[src/rtl/dmi_jtag_ctrl.sv]
// DMIACCESS data register and DMI request/response sequencer for the JTAG DTM.
// Optional response timeout with late-response draining: define DMI_JTAG_CTRL_TIMEOUT_EN.
module dmi_jtag_ctrl #(
  parameter int unsigned AddrWidth     = 7,
  parameter int unsigned TimeoutCycles = 1024
) (
  input  logic                 tck_i,
  input  logic                 rst_i,
  input  logic                 test_logic_reset_i,
  input  logic                 capture_dr_i,
  input  logic                 shift_dr_i,
  input  logic                 update_dr_i,
  input  logic                 dmi_access_i,
  input  logic                 dmi_reset_i,
  input  logic                 tdi_i,
  output logic                 dmi_tdo_o,
  output logic [1:0]           dmi_error_o,
  output logic                 dmi_req_valid_o,
  input  logic                 dmi_req_ready_i,
  output logic [AddrWidth-1:0] dmi_req_addr_o,
  output logic [31:0]          dmi_req_data_o,
  output logic [1:0]           dmi_req_op_o,
  input  logic                 dmi_resp_valid_i,
  output logic                 dmi_resp_ready_o,
  input  logic [31:0]          dmi_resp_data_i,
  input  logic [1:0]           dmi_resp_resp_i
);

  localparam int unsigned DrW = AddrWidth + 34;

  typedef enum logic [2:0] {
    IDLE,
    READ,
    WRITE,
    WAIT_READ,
    WAIT_WRITE
  } state_e;

  state_e               state_q, state_d;
  logic [DrW-1:0]       dr_q, dr_d;
  logic [AddrWidth-1:0] addr_q, addr_d;
  logic [31:0]          data_q, data_d;
  logic [1:0]           error_q, error_d;

  logic                 capture_en, shift_en, update_en;
  logic                 busy;
  logic [1:0]           capture_err;
  logic                 fail_set;
  logic                 req_valid, resp_ready;
  logic [1:0]           req_op;

  logic [AddrWidth-1:0] upd_addr;
  logic [31:0]          upd_data;
  logic [1:0]           upd_op;

`ifdef DMI_JTAG_CTRL_TIMEOUT_EN
  localparam int unsigned CntW = (TimeoutCycles > 2) ? $clog2(TimeoutCycles) : 1;
  logic [CntW-1:0] cnt_q, cnt_d;
`endif

  assign capture_en = capture_dr_i & dmi_access_i;
  assign shift_en   = shift_dr_i & dmi_access_i;
  assign update_en  = update_dr_i & dmi_access_i;
  assign busy       = (state_q != IDLE);

  assign upd_addr = dr_q[DrW-1:34];
  assign upd_data = dr_q[33:2];
  assign upd_op   = dr_q[1:0];

  // Busy is raised at capture so the op field already reports it in this scan.
  always_comb begin
    capture_err = error_q;
    if (busy && (error_q == 2'd0)) capture_err = 2'd3;
  end

  always_comb begin
    state_d    = state_q;
    addr_d     = addr_q;
    data_d     = data_q;
    fail_set   = 1'b0;
    req_valid  = 1'b0;
    req_op     = 2'd0;
    resp_ready = 1'b0;
`ifdef DMI_JTAG_CTRL_TIMEOUT_EN
    cnt_d      = cnt_q;
`endif

    unique case (state_q)
      IDLE: begin
`ifdef DMI_JTAG_CTRL_TIMEOUT_EN
        resp_ready = 1'b1;
`endif
        if (update_en && (error_q == 2'd0)) begin
          if (upd_op == 2'd1) begin
            addr_d  = upd_addr;
            state_d = READ;
          end else if (upd_op == 2'd2) begin
            addr_d  = upd_addr;
            data_d  = upd_data;
            state_d = WRITE;
          end
        end
      end

      READ, WRITE: begin
        req_valid = 1'b1;
        req_op    = (state_q == READ) ? 2'd1 : 2'd2;
        if (dmi_req_ready_i) begin
          state_d = (state_q == READ) ? WAIT_READ : WAIT_WRITE;
`ifdef DMI_JTAG_CTRL_TIMEOUT_EN
          cnt_d   = '0;
`endif
        end else if (test_logic_reset_i) begin
          state_d = IDLE;
        end
      end

      WAIT_READ, WAIT_WRITE: begin
        resp_ready = 1'b1;
        if (dmi_resp_valid_i) begin
          if (state_q == WAIT_READ) data_d = dmi_resp_data_i;
          if (dmi_resp_resp_i != 2'd0) fail_set = 1'b1;
          state_d = IDLE;
        end
`ifdef DMI_JTAG_CTRL_TIMEOUT_EN
        else if (cnt_q == CntW'(TimeoutCycles - 1)) begin
          fail_set = 1'b1;
          state_d  = IDLE;
        end else begin
          cnt_d = cnt_q + 1'b1;
        end
`endif
      end

      default: state_d = IDLE;
    endcase
  end

  // Later assignments win: response failure beats busy, dmireset beats everything.
  always_comb begin
    error_d = error_q;
    if (capture_en) error_d = capture_err;
    if (update_en && (error_q == 2'd0) && busy) error_d = 2'd3;
    if (test_logic_reset_i) error_d = 2'd0;
    if (fail_set) error_d = 2'd2;
    if (dmi_reset_i) error_d = 2'd0;
  end

  always_comb begin
    dr_d = dr_q;
    if (test_logic_reset_i) begin
      dr_d = '0;
    end else if (capture_en) begin
      dr_d = {addr_q, data_q, capture_err};
    end else if (shift_en) begin
      dr_d = {tdi_i, dr_q[DrW-1:1]};
    end
  end

  always_ff @(posedge tck_i) begin
    if (rst_i) begin
      state_q <= IDLE;
      dr_q    <= '0;
      addr_q  <= '0;
      data_q  <= '0;
      error_q <= 2'd0;
    end else begin
      state_q <= state_d;
      dr_q    <= dr_d;
      addr_q  <= addr_d;
      data_q  <= data_d;
      error_q <= error_d;
    end
  end

`ifdef DMI_JTAG_CTRL_TIMEOUT_EN
  always_ff @(posedge tck_i) begin
    if (rst_i) cnt_q <= '0;
    else       cnt_q <= cnt_d;
  end
`endif

  // Outputs are forced low while reset is asserted.
  assign dmi_tdo_o        = dr_q[0] & ~rst_i;
  assign dmi_error_o      = rst_i ? 2'd0 : error_q;
  assign dmi_req_valid_o  = req_valid & ~rst_i;
  assign dmi_req_op_o     = rst_i ? 2'd0 : req_op;
  assign dmi_req_addr_o   = rst_i ? '0 : addr_q;
  assign dmi_req_data_o   = rst_i ? '0 : data_q;
  assign dmi_resp_ready_o = resp_ready & ~rst_i;

endmodule

[config.mk]
export PLATFORM = sky130hd
export DESIGN_NAME = dmi_jtag_ctrl
export DESIGN_NICKNAME = d
export VERILOG_FILES = /design/src/rtl/dmi_jtag_ctrl.sv
export SDC_FILE = /design/constraint.sdc
export NUM_CORES = 1
export LEC_CHECK = 0
export ABC_CLOCK_PERIOD_IN_PS = 5800
export BUFFER_PORTS_ARGS = -buffer_cell sky130_fd_sc_hd__buf_4
export CAP_MARGIN = 20
export CORE_UTILIZATION = 35
export DETAILED_ROUTE_END_ITERATION = 6
export GPL_ROUTABILITY_DRIVEN = 1
export HOLD_SLACK_MARGIN = 0.08
export MAX_ROUTING_LAYER = met4
export PLACE_DENSITY = 0.6
export SYNTH_ARGS = -nofsm -noshare
export SYNTH_HDL_FRONTEND = slang
export SYNTH_SLANG_ARGS = --single-unit
[constraint.sdc]
create_clock -name tck_i -period 5.8 [get_ports tck_i]
set_input_delay 0.87 -clock tck_i [delete_from_list [all_inputs] [get_ports tck_i]]
set_output_delay 0.87 -clock tck_i [all_outputs]
set_load 0.03 [all_outputs]
Word level (Yosys, flattened, before mapping)
Index checks and enable logic that the tools add are counted.
{"block": "word_totals", "register_bits": 85, "latch_bits": 0, "mem_bits_rw": 0, "rom_bits": 0, "inputBits": 45, "n_memories": 0}
{"block": "classes", "add_sub_neg": 0, "n_mul": 0, "div": 0, "magnitude_cmp": 0, "eq_ne": 13, "n_shift": 0, "mux": 34, "n_bitwise": 7, "n_reduce_logical": 20}
{"cell": "$mux W32", "n": 6}
{"cell": "$mux W41", "n": 2}
{"cell": "$pmux W32 S2", "n": 1}
{"cell": "$mux W3", "n": 7}
{"cell": "$mux W7", "n": 3}
{"cell": "$mux W2", "n": 9}
{"cell": "$ne A2 B2 Y1 const B", "n": 5}
{"cell": "$reduce_bool A2 Y1", "n": 5}
{"cell": "$pmux W3 S3", "n": 1}
{"cell": "$reduce_or A2 Y1", "n": 4}
{"cell": "$and A1 B1 Y1", "n": 6}
{"cell": "$eq A3 B2 Y1 const B", "n": 2}
{"cell": "$ne A3 B3 Y1 const B", "n": 2}
{"cell": "$reduce_and A6 Y1", "n": 1}
{"cell": "$mux W1", "n": 5}
{"cell": "$reduce_and A4 Y1", "n": 1}
{"cell": "$reduce_bool A4 Y1", "n": 1}
{"cell": "$reduce_or A4 Y1", "n": 1}
{"cell": "$eq A3 B1 Y1 const B", "n": 1}
{"cell": "$eq A3 B3 Y1 const B", "n": 1}
{"cell": "$logic_and A1 B1 Y1", "n": 3}
{"cell": "$logic_not A3 Y1", "n": 1}
{"cell": "$reduce_and A3 Y1", "n": 1}
{"cell": "$reduce_bool A3 Y1", "n": 1}
{"cell": "other kinds (4)", "n": 4}

Depth between registers and ports, before layout
{"block": "logic_depth", "depth_word": 7, "ltp_mapped": 7, "mapped_depth_nobuf": 6}

Worst setup path before layout
OpenSTA, ideal clock, no wires.
{"block": "synth_timing", "kind": "in2out", "start": "input port rst_i", "end": "output port dmi_req_valid_o", "arrival_time_ns": 1.950, "t_required_ns": 4.930, "setup_slack_ns": 2.980, "path_stages": 5, "path_cell_list": "clkbuf_1 -> nor2_1 -> nand2_1 -> nor2_1 -> or2_2"}
{"block": "synth_via", "elab_chain_len": 2}
{"element": "start: declaration", "line_no": "8", "text": "input logic rst_i,"}
{"element": "$not A1 Y1", "line_no": "186", "text": "assign dmi_req_valid_o = req_valid & ~rst_i;"}
{"element": "$and A1 B1 Y1", "line_no": "186"}
{"element": "end: declaration", "line_no": "18", "text": "output logic dmi_req_valid_o,"}
No other way between the ends.

Worst setup path after layout
Same ends and word-level chain as after synthesis.

==> flow_summary.ini <==
[run_status]
run_status = finished clean

[sta]
fin_hold_ws_ps = 516.9
layout_setup_ws_ps = 2565
finalSetupViolCount = 0
pins_over_slew_limit = 0
max_freq_ghz = 0.3091
layout_min_cycle_time_ps = 3235
report.final.hold_viol_count = 0
portion_of_the_clock_cycle_consumed_by_the_worst_path_in_the_final_layout = 0.5577
worst_slew_pin_slew_ps = 872.5
timing.setup.tns_ps = 0
layout_skew_ps = 7.058
worst_slew_margin_rel = 0.4183
grt_setup_unrepaired = false

[placed_design]
placed_cell_count = 768
routabilityCongestion = 0.7888
dpl_cell_area_sq_um = 4966
port_buffers = 90
dpl_worst_slack_ps = 2276
place_hpwl_mm = 6.834

[drt]
drt_drc_violations_left = 0
drt_first_iter_violations = 290
avgRoutedWirePerCell_um = 13.91
detailedRoute.firstPassIterationCount = 4
dr_total_vias = 4008
viasPerCell = 5.099
wirelength_mm = 10.93
ant_nets_after_route = 0

[synth]
seq_total_area_yosys = 0.3967
synthMostInstantiatedCell = sky130_fd_sc_hd__nand2_1
synthDistinctLibCells = 34
ys_async_sr_fraction = 0
yosys_warnings = 0
synth-edff-count = 0
synth_top_area_share = 0.3967
post_synthesis_net_count = 624
netlist.top_cell.by_area = sky130_fd_sc_hd__dfxtp_1
synth_area_sq_um = 4289
syn_inst = 577
synth_area_leaders = sky130_fd_sc_hd__dfxtp_1, sky130_fd_sc_hd__o21ai_0, sky130_fd_sc_hd__nand2_1, sky130_fd_sc_hd__a21oi_1, sky130_fd_sc_hd__mux2_2
synth_top_cells_by_count = sky130_fd_sc_hd__nand2_1, sky130_fd_sc_hd__dfxtp_1, sky130_fd_sc_hd__o21ai_0
ys.flop_type = sky130_fd_sc_hd__dfxtp_1
postSynthAreaPerCell_sq_um = 7.433
ys_seq_elements = 85

[run]
maxCapViolCount = 0

[worst_hold_path]
timing.hold.worst_path_depth = 2
hp-start = addr_q[1]$_SDFFE_PP0P_
hold_path_end = addr_q[1]$_SDFFE_PP0P_
worst_hold_path_type = reg2reg

[critical_path]
endpoint_kind = output pin
worst-endpoint-arrival_ps = 2360
startpoint_type = input port
setup.worst_path.class = in2out
rr_endpoint = data_q[0]$_SDFFE_PP0P_
worst_ep_required_time_ps = 4930
regToRegStartpoint = state_q[0]$_SDFFE_PP0P_
worstPathMaxFanout = 89
rr_worst_depth = 6
setup.reg_to_reg.worst_slack_ps = 3260

[global_route]
grt_overflow_total = 0
grt_use_total = 0.1847
use_met3 = 0.03696
grt_start_max_net_pins = 90
grt_antenna_before_repair = 0
wire_length_of_the_first_global_routing_pass_mm = 18.49
vias_in_the_first_global_route = 3883
global_route.peak_usage_layer = met2
grt.met2_usage = 0.3049
grt.met1_usage = 0.2320

[floorplan]
core_region_area_sq_um = 11960
die_area_sq_um = 12700
die_w_um = 112.7
initial_core_util = 0.3586
dieHeight_um = 112.7
io-pin-count = 91
rows = 40

[finish]
finalNetCount = 682
layout-area-overhead-vs-synth_pct = 24.50
postLayoutCellArea_sq_um = 5340
finalCoreUtilization = 0.4464
fillerInstances = 1198
antenna-diode-count = 0
stdcell_count = 786
drive_gt1_frac = 0.2285

[clock_tree]
tritoncts.num_buffers = 9
clkSlewWorstSetupHoldPaths_ps = 60
clk_latency_ps = 330
cts-resized-gates = 0
tritoncts = built
cts-root-buf = sky130_fd_sc_hd__clkbuf_16
cts_sinks = 85
clk_path_buf_depth = 2
post_cts.repair.setup_buffers = 0
cts-htree-levels = 3
cts_hold_repair.buffers = 0

[pwr]
pleak_nw = 2.153
power_density_nw_per_um2 = 242.9
max-vdd-ir-drop_uv = 118.5
design_power_total_mw = 1.297
[cells by family after synthesis]
kind of cell | Yosys count | share of synthesized area
fa+ha+maj | 2 | 0.005833
flops | 85 | 0.3967
buf+inv | 54 | 0.05367
compound gates | 170 | 0.2071
mux | 39 | 0.1003
simple gates | 227 | 0.2363
[worst max-delay path, cell delays in order]
cell                     delay [ps]
sky130_fd_sc_hd__buf_4          660
sky130_fd_sc_hd__nor3_1         130
sky130_fd_sc_hd__and2_1         230
sky130_fd_sc_hd__or2_2          290
sky130_fd_sc_hd__buf_4          170
[power breakdown]
part | switching (mW) | internal (mW) | total, mW
sequential | 0.0120 | 0.596 | 0.608
combinational | 0.0761 | 0.0516 | 0.128
clock | 0.228 | 0.333 | 0.561
total | 0.317 | 0.981 | 1.30
[metal layers]
layer | share of wire | vias to the layer above
met4 | 0.011 | 0
met5 | 0 | -
met2 | 0.48 | 131
met3 | 0.053 | 8
li1 | - | 2051
met1 | 0.46 | 1818
[state kept, by name (all words and copies together), names as in the netlist]
signal and flops:
dr_q 41, addr_q 7, error_q 2, state_q 3, data_q 32
[final cells by class]
cell class,count,area (sq um),share of cell area
multi-input cells,438,2360,0.4419
clock inverters,5,62.56,0.01172
well taps,147,183.9,0.03444
flip-flops and latches,85,1702,0.3187
repair buffers,97,788.3,0.1476
clock buffers,10,229.0,0.04288
inverters,4,15.01,0.002812
[cell usage in the layout (no fill, tap or decap), types with 2 or more instances in the layout]
| master | synthesis | final |
|---|---|---|
| sky130_fd_sc_hd__and2_1 | 2 | 2 |
| sky130_fd_sc_hd__nand2_1 | 109 | 109 |
| sky130_fd_sc_hd__clkinv_4 | 0 | 2 |
| sky130_fd_sc_hd__buf_16 | 0 | 3 |
| sky130_fd_sc_hd__ha_1 | 2 | 2 |
| sky130_fd_sc_hd__nor3_1 | 4 | 4 |
| sky130_fd_sc_hd__o21ai_0 | 82 | 82 |
| sky130_fd_sc_hd__o21a_1 | 3 | 3 |
| sky130_fd_sc_hd__nor2b_1 | 42 | 42 |
| sky130_fd_sc_hd__dfxtp_1 | 85 | 85 |
| sky130_fd_sc_hd__nand3_1 | 3 | 3 |
| sky130_fd_sc_hd__o22ai_1 | 2 | 2 |
| sky130_fd_sc_hd__mux2i_1 | 7 | 7 |
| sky130_fd_sc_hd__inv_1 | 4 | 4 |
| sky130_fd_sc_hd__buf_4 | 1 | 94 |
| sky130_fd_sc_hd__clkbuf_16 | 0 | 9 |
| sky130_fd_sc_hd__mux2_2 | 31 | 31 |
| sky130_fd_sc_hd__clkinvlp_4 | 0 | 2 |
| sky130_fd_sc_hd__nor3b_1 | 3 | 3 |
| sky130_fd_sc_hd__a21oi_1 | 78 | 78 |
| sky130_fd_sc_hd__nor2_1 | 57 | 56 |
[worst max-delay path by stage]
stage | startpoint | to | depth (start not counted)
2_1_floorplan | rst_i | dmi_req_valid_o | 5
3_3_place_gp | dmi_access_i | data_q[22]$_SDFFE_PP0P_ | 5
3_5_place_dp | dmi_access_i | data_q[22]$_SDFFE_PP0P_ | 5
4_1_cts | rst_i | dmi_req_valid_o | 5
5_1_grt | rst_i | dmi_req_valid_o | 5
6_report | rst_i | dmi_req_valid_o | 5
Power figures use the tool's default switching activity.
